File: config.mk
export PLATFORM = sky130hd
export DESIGN_NAME = serial_rx
export DESIGN_NICKNAME = d
export VERILOG_FILES = /design/src/rtl/serial_rx.sv
export SDC_FILE = /design/constraint.sdc
export NUM_CORES = 1
export LEC_CHECK = 0
export CAP_MARGIN = 20
export CORE_MARGIN = 4
export CORE_UTILIZATION = 50
export DETAILED_ROUTE_END_ITERATION = 10
export PLACE_DENSITY = 0.79
export SYNTH_ARGS = -nofsm -noshare
export SYNTH_HDL_FRONTEND = slang
export SYNTH_SLANG_ARGS = --single-unit
export TNS_END_PERCENT = 5
File: constraint.sdc
create_clock -name clk12 -period 1.26 [get_ports clk12]
set_input_delay 0.252 -clock clk12 [delete_from_list [all_inputs] [get_ports clk12]]
set_output_delay 0.252 -clock clk12 [all_outputs]
set_load 0.01 [all_outputs]
File: src/rtl/serial_rx.sv
// serial_rx: 8N1 UART receiver with two-flop input sync,
// mid-bit sampling, ready strobe and framing-error strobe.
module serial_rx #(
  parameter int CLKS_PER_BIT = 12
) (
  input  logic       clk12,
  input  logic       reset,
  input  logic       rx,
  output logic [7:0] rbyte,
  output logic       rbyte_rdy,
  output logic       framing_err,
  output logic       busy
);

  localparam int HALF = CLKS_PER_BIT / 2;
  localparam int CW = $clog2(CLKS_PER_BIT);
  localparam logic [CW-1:0] HALF_END = CW'(HALF - 1);
  localparam logic [CW-1:0] BIT_END = CW'(CLKS_PER_BIT - 1);

  typedef enum logic [2:0] {
    IDLE,
    START,
    DATA,
    STOP,
    WAIT_HIGH
  } state_t;

  state_t state, state_n;

  logic          rx_m, rx_s;
  logic [CW-1:0] cnt, cnt_n;
  logic [2:0]    idx, idx_n;
  logic [7:0]    shift, shift_n;
  logic [7:0]    rbyte_n;
  logic          rdy_n, ferr_n;

  // Sync flops idle high so reset never looks like a start bit.
  always_ff @(posedge clk12) begin
    if (reset) begin
      rx_m <= 1'b1;
      rx_s <= 1'b1;
    end else begin
      rx_m <= rx;
      rx_s <= rx_m;
    end
  end

  always_ff @(posedge clk12) begin
    if (reset) begin
      state       <= IDLE;
      cnt         <= '0;
      idx         <= '0;
      shift       <= '0;
      rbyte       <= '0;
      rbyte_rdy   <= 1'b0;
      framing_err <= 1'b0;
    end else begin
      state       <= state_n;
      cnt         <= cnt_n;
      idx         <= idx_n;
      shift       <= shift_n;
      rbyte       <= rbyte_n;
      rbyte_rdy   <= rdy_n;
      framing_err <= ferr_n;
    end
  end

  always_comb begin
    state_n = state;
    cnt_n   = cnt + CW'(1);
    idx_n   = idx;
    shift_n = shift;
    rbyte_n = rbyte;
    rdy_n   = 1'b0;
    ferr_n  = 1'b0;
    unique case (state)
      IDLE: begin
        if (!rx_s) begin
          state_n = START;
          cnt_n   = '0;
        end
      end
      START: begin
        if (cnt == HALF_END) begin
          cnt_n = '0;
          if (rx_s) begin
            state_n = IDLE;
          end else begin
            state_n = DATA;
            idx_n   = '0;
          end
        end
      end
      DATA: begin
        if (cnt == BIT_END) begin
          cnt_n   = '0;
          shift_n = {rx_s, shift[7:1]};
          idx_n   = idx + 3'd1;
          if (idx == 3'd7) state_n = STOP;
        end
      end
      STOP: begin
        // Leave at mid-stop-bit so an abutting start bit is caught.
        if (cnt == BIT_END) begin
          cnt_n = '0;
          if (rx_s) begin
            rbyte_n = shift;
            rdy_n   = 1'b1;
            state_n = IDLE;
          end else begin
            ferr_n  = 1'b1;
            state_n = WAIT_HIGH;
          end
        end
      end
      WAIT_HIGH: begin
        if (rx_s) begin
          state_n = IDLE;
          cnt_n   = '0;
        end
      end
      default: begin
        state_n = IDLE;
        cnt_n   = '0;
      end
    endcase
  end

  assign busy = (state != IDLE);

endmodule
==> results.txt, run 1 <==
----------------------------------------------------
[Run status]
  Outcome ... finished, violations left
  Failing checks ... setup timing

[Timing]
  Final setup slack of the worst path ... -0.162 ns
  RSZ-0062 raised after global routing ... true
  Final hold viol count ... 0
  Final Skew ... 0.00708 ns
  Transition at the pin with the smallest max-transition slack ... 0.318 ns
  Clock period minus final worst setup slack ... 1.42 ns
  Final count of negative-setup-slack endpoints ... 27
  Max Fclk ... 703 MHz
  Final number of max-transition violations ... 0
  Relative slew margins ... 78.8%
  Post-route clock period utilization ... 113%

[Clock tree]
  Total clock sinks ... 30
  Clock-pin slew on the worst setup and hold paths ... 0.08 ns
  Hold buffer count at cts ... 0
  Number of levels the H-tree was split into ... 2
  Total clock buffers created by CTS ... 5
  Number of buffers inserted to repair setup after CTS ... 0
  CTS tree ... built
  CTS Root Cell ... clkbuf_4
  Later-pin clock latency in the skew report ... 0.33 ns
  Maximum buffer depth of the clock tree ... 2

[Power and ir drop]
  Reported leakage power ... 0.658 nW
  Worst VDD drop ... 0.806 mV
  Portion of total power attributed to sequential cells ... 58.7%
  Post-layout power ... 0.00166 W
  Gate power share ... 6.3%
  Net Sw Power ... 0.000370 W
  Internal power component ... 0.00129 W
  Power per unit of standard cell area ... 958 mW/mm²
  Clock power frac ... 35.0%
  Net switching share of the total power ... 22.3%

[Yosys]
  Post-synthesis cell count ... 146
  Combinational family with the most area after synthesis ... simple AND/OR/NAND/NOR gates
  XOR/XNOR share of the synthesized area ... 1.88%
  Yosys top cell by area ... dfxtp_1
  Fraction of post-synthesis cell area in the top cell type by area ... 42.9%
  Post-synth net total ... 153
  Ys Warns ... 0
  Post-Syn Area per Cell ... 9.59 µm²
  Share of the synthesized area in compound gates (AO/OA/AOI/OAI) ... 11.3%
  Synthesized-area fraction occupied by and/or/nand/nor cells ... 27.5%
  Part of the Yosys area used for sequential elements ... 42.9%
  Flop and latch count out of synthesis ... 30
  Number of unique standard cell types used by synthesis ... 38
  Share of cell area taken by muxes after synthesis ... 6.43%
  Leading cell types by total area after synthesis ... dfxtp_1 43%, nand2b_1 9.4%, mux2i_1 6.4%, ha_1 3.6%, nand3_1 3.6%
  Adder-cell share of the synthesized area ... 3.57%
  Synthesized cell area ... 0.00140 mm²

[Route]
  Detailed-route DRC error count ... 0
  Total wire length after detailed routing ... 2.82 mm
  Number of nets with antenna violations after detailed routing ... 0
  Drt wl/cell ... 13.7 µm
  First-pass DRT Iterations ... 6
  Vias ... 1128
  Number of violations reported at the end of detailed-routing iteration 0 ... 34
  Via count normalized by instance count ... 5.50

[Placed design]
  Detailed placer's ending HPWL ... 1.90 mm
  Routability congestion estimate ... 0.797
  Number of buffer cells added on primary ports ... 13
  Placed inst area ... 0.00166 mm²
  Worst slack at placement ... -0.157 ns

[Setup path]
  Startpoint-to-endpoint class of the critical path ... reg2reg
  End of the worst register-to-register path ... rbyte[0]$_SDFFE_PP0P_
  Worst Path Required ... 1.51 ns
  Kind of cell adding the most delay to the critical path ... simple AND/OR/NAND/NOR gates
  Chain of cells forming the critical path ... ha_4, nor4bb_4, and4_4, mux2i_1
  Arrival time reported for the critical path endpoint ... 1.67 ns
  Worst r2r src ... cnt[1]$_SDFF_PP0_
  Worst setup EP type ... register
  Type of element launching the critical path ... register
  Setup slack of the worst register-to-register path ... -0.16 ns
  Critical path buffers and inverters ... 0
  Worst-case reg-to-reg path depth ... 4
  Top fanout value on the critical path ... 5
  Worst stage delay on the critical path ... 0.37 ns
  Slowest CP cell ... dfxtp_4

[Finish]
  Cell area after layout ... 0.00173 mm²
  Count of nets after finishing ... 181
  Final-layout fill cell count ... 212
  Proportion of layout cells with a drive suffix above 1 ... 24.6%
  Core occupancy in the finished layout ... 67.5%
  Most common library cell in the layout ignoring fill and taps ... dfxtp_1
  Commonest cells after routing, fill and taps aside ... 26 x dfxtp_1, 21 x nand2b_1, 17 x buf_4
  Area added between synthesis and finish ... 23.8%
  # diodes ... 0

[GRT]
  Global-route wire length before repair ... 4.75 mm
  Overall fraction of global-route tracks in use ... 17.5%
  Initial antenna violation count ... 0
  Residual overflow from global routing ... 0
  Vias in the first global route ... 1100
  Largest net degree at the start of global routing ... 39

[Floorplan]
  FP Rows ... 18
  Area of the placeable core ... 0.00257 mm²
  Overall die width ... 60.9 µm
  Area of the die ... 0.00371 mm²
  Starting utilization of the core area ... 54.5%
  I/O pin cnt ... 14
  Die Height ... 60.9 µm

[Worst hold path]
  Start point of the worst min-delay path ... rx_m$_SDFF_PP1_
  Worst min-delay path category ... reg2reg
  Hold EP ... rx_s$_SDFF_PP1_
  Hold Crit Depth ... 1

[Job]
  # Max-Cap Violations ... 0

----------------------------------------------------
flip-flops by register name, indices dropped and copies added (netlist names):
register / cells
shift: 8
state: 3
rx_m: 1
idx: 3
rx_s: 1
framing_err: 1
cnt: 4
rbyte_rdy: 1
rbyte: 8
stage by stage:
stage | hold WS, ns | instances | setup TNS [ns]
floorplan | 0.356 | 146 | -0.325
detailed placement | 0.401 | 196 | -2.69
CTS | 0.425 | 204 | -2.45
finish | 0.418 | 205 | -2.86
global route | 0.435 | 205 | -6.20
global placement | 0.395 | 196 | -1.52
layer usage:
| layer | vias to the layer above | track usage [%] | wire (µm) |
|---|---|---|---|
| met5 | - | 0 | 0 |
| met4 | 0 | 9.60 | 65 |
| met3 | 7 | 4.68 | 123 |
| met2 | 21 | 28.5 | 1440 |
| met1 | 526 | 20.7 | 1190 |
| li1 | 574 | - | - |
cells by family (layout without fill, tap and decap cells):
family	count (synthesis)	count (layout)
mux	9	9
simple gates	59	60
flops	30	30
xor+xnor	3	3
compound gates	26	26
buf+inv	15	43
fa+ha+maj	4	4
worst max path at each step:
stage | endpoint | start | slack [ns] | cells past startpoint
after floorplan | rbyte[0]$_SDFFE_PP0P_ | cnt[0]$_SDFF_PP0_ | -0.03 | 5
after global placement | busy | state[2]$_SDFFE_PP0P_ | -0.14 | 2
after detailed placement | busy | state[2]$_SDFFE_PP0P_ | -0.16 | 2
after CTS | rbyte[4]$_SDFFE_PP0P_ | cnt[1]$_SDFF_PP0_ | -0.15 | 4
after global routing | rbyte[4]$_SDFFE_PP0P_ | cnt[1]$_SDFF_PP0_ | -0.32 | 4
final | rbyte[0]$_SDFFE_PP0P_ | cnt[1]$_SDFF_PP0_ | -0.16 | 4
power by group through the flow:
stage	clock, W	combinational, W	sequential [W]
floorplan	0	0.0000595	0.000997
global placement	0	0.000102	0.000996
detailed placement	0	0.000105	0.000998
CTS	0.000603	0.000105	0.000976
global route	0.000645	0.000115	0.000978
finish	0.000581	0.000104	0.000976
Yosys cell counts, drive strengths merged:
master   number
a211oi        2
a21oi         8
a222oi        1
a22o          1
and2          1
and2b         1
and4          1
buf           6
clkbuf        5
dfxtp        30
ha            4
inv           4
mux2i         9
nand2         2
nand2b       21
nand3        10
nand3b        3
nand4bb       2
nor2          2
nor2b         2
nor3          5
nor3b         1
nor4          1
nor4bb        1
o21ai        10
o22ai         2
o32ai         2
or2           3
or3           2
or3b          1
xnor2         1
xor2          2
worst register-to-register path: stages, from the launching register on:
cell and delay [ns]:
dfxtp_4 0.37, ha_4 0.14, nor4bb_4 0.28, and4_4 0.36
mux2i_1 0.20
area by class of cell:
type	count	area, µm²	area share [%]
Tap cell	30	37.5	2.17
Clock inverter	1	5.00	0.289
Clock buffer	7	55.1	3.18
Sequential cell	30	611	35.2
Multi-Input combinational cell	102	749	43.2
Inverter	4	15.0	0.866
Timing Repair Buffer	31	260	15.0
what timing repair did:
action	in CTS	in global routing
resized for setup	20	5
pin swaps	3	2
setup endpoints to repair	38	29
gates cloned	0	1
No activity file was read; power rests on OpenSTA's default activity.
==> run 2: changes to the inputs <==
--- a/config.mk
+++ b/config.mk
@@ -5,7 +5,7 @@
 export SDC_FILE = /design/constraint.sdc
 export NUM_CORES = 1
 export LEC_CHECK = 0
-export CAP_MARGIN = 20
+export CAP_MARGIN = 10
 export CORE_MARGIN = 4
 export CORE_UTILIZATION = 50
 export DETAILED_ROUTE_END_ITERATION = 10
==> results of run 2 <==
Final layout, timing and power as in run 1 (identical DEF).
==> edit (config.mk and constraints of run 1) <==
Register the output `framing_err` once more, cleared by the reset; this adds one clock of latency there. The other outputs are not delayed to match.
--- a/src/rtl/serial_rx.sv
+++ b/src/rtl/serial_rx.sv
@@ -24,6 +24,8 @@
     STOP,
     WAIT_HIGH
   } state_t;
+
+  logic framing_err_s0;
 
   state_t state, state_n;
 
@@ -53,7 +55,7 @@
       shift       <= '0;
       rbyte       <= '0;
       rbyte_rdy   <= 1'b0;
-      framing_err <= 1'b0;
+      framing_err_s0 <= 1'b0;
     end else begin
       state       <= state_n;
       cnt         <= cnt_n;
@@ -61,7 +63,7 @@
       shift       <= shift_n;
       rbyte       <= rbyte_n;
       rbyte_rdy   <= rdy_n;
-      framing_err <= ferr_n;
+      framing_err_s0 <= ferr_n;
     end
   end
 
@@ -128,4 +130,12 @@
 
   assign busy = (state != IDLE);
 
+  always_ff @(posedge clk12) begin
+    if (reset) begin
+      framing_err <= '0;
+    end else begin
+      framing_err <= framing_err_s0;
+    end
+  end
+
 endmodule
Behaviour: no difference found for any inputs over 10 cycles, from zero or initial values and one cycle with reset high; that may be too few to reach the edited logic, so the function may still have changed.
==> edit against run 1 <==
  * The flow still finishes with violations (negative setup slack)
  * Sequential cell count up 1
  * Die area up 0.16%
  * Power up 6.4%
  * Design area up 1.1%
  * First-iteration DRC count up 5.9%
  * Setup slack worse by 3.6 ps
  * Area after synthesis up 0.18%
  * Via count up 1.3%
  * Clock power up 13%
  * Routed wire length down 3.0%
  * Critical path depth down 2
  * Critical path type is now flip-flop to output pin
  * Largest power group unchanged
==> edit: results (changes against run 1) <==
.. list-table::
   :header-rows: 1

   * - Metric
     - Value
   * - Proportion of layout cells with a drive suffix above 1
     - 20.5% (was 24.6%)
   * - Number of distinct library cells after synthesis
     - 36 (was 38)
   * - Arrival time worst endpoint
     - 1170 ps (was 1670 ps)
   * - Routability congestion estimate
     - 0.765 (was 0.797)
   * - Pre-Repair DR Iteration Count
     - 4 (was 6)
   * - Clock sink total
     - 31 (was 30)
   * - Share of the synthesized area in compound gates (AO/OA/AOI/OAI)
     - 11.4% (was 11.3%)
   * - Net count reported at finish
     - 182 (was 181)
   * - Fill count
     - 200 (was 212)
   * - Wire length of the first global-routing pass
     - 4.64 mm (was 4.75 mm)
   * - Combined area of the multi-input logic cells
     - 738 um2 (was 749 um2)
   * - Final routed wire length divided by cell count
     - 13.3 um (was 13.7 um)
   * - Area share of fa/ha/maj cells after synthesis
     - 3.57% (about the same)
   * - Least setup slack across all paths after layout
     - -165 ps (was -162 ps)
   * - Number of setup violations in the final report
     - 20 (was 27)
   * - Clock buffer instance count of the final layout
     - 8 (was 7)
   * - Detailed placement HPWL
     - 1.87 mm (was 1.90 mm)
   * - Outcome
     - finished with violations (unchanged)
   * - Total negative setup slack
     - -1650 ps (was -2860 ps)
   * - Area of the mapped netlist
     - 1400 um2 (about the same)
   * - Final clock-cell share
     - 3.93% (was 3.47%)
   * - Total internal power
     - 1380 uW (was 1290 uW)
   * - Area Overhead vs Synth
     - 24.9% (was 23.8%)
   * - Number of design-rule violations left by the first detailed-router iteration
     - 36 (was 34)
   * - Max FO, Critical Path
     - 2 (was 5)
   * - Violated checks
     - negative setup slack (unchanged)
   * - All-Layer GR Usage
     - 17.3% (was 17.5%)
   * - Max stage delay cell, worst path
     - sky130_fd_sc_hd__or3_1 (was sky130_fd_sc_hd__dfxtp_4)
   * - Clk network pwr share
     - 37.2% (was 35.0%)
==> edit: what timing repair did <==
action                                 in CTS  in global routing
endpoints found under the hold margin       0                  0
resized for setup                          14                  9
setup endpoints to repair                  29                 32
pin swaps                                   1                  2
==> edit: through the flow <==
step	total power [uW]	cells	setup WS, ps	hold slack (ps)
after CTS	1800	206	-196	421
after floorplan	1090	148	-23.5	349
after global routing	1870	206	-237	454
after detailed placement	1130	198	-159	393
final	1770	206	-165	414
after global placement	1130	198	-114	386
==> edit: layer usage <==
metal | vias up | track usage [%] | wire [um]
li1 | 574 | - | -
met5 | - | 0 | 0
met3 | 12 | 6.60 | 118
met2 | 20 | 30.2 | 1400
met4 | 0 | 10.2 | 95
met1 | 537 | 17.3 | 1120
==> edit: worst paths after layout <==
kind | from | endpoint | slack [ps] | cells after the start
worst max-delay path | state[1] | busy | -170 | 2
worst min-delay path | rx_m | rx_s | 410 | 1
worst max register to register | state[0] | cnt[1] | -100 | 5
worst min register to register | rx_m | rx_s | 410 | 1
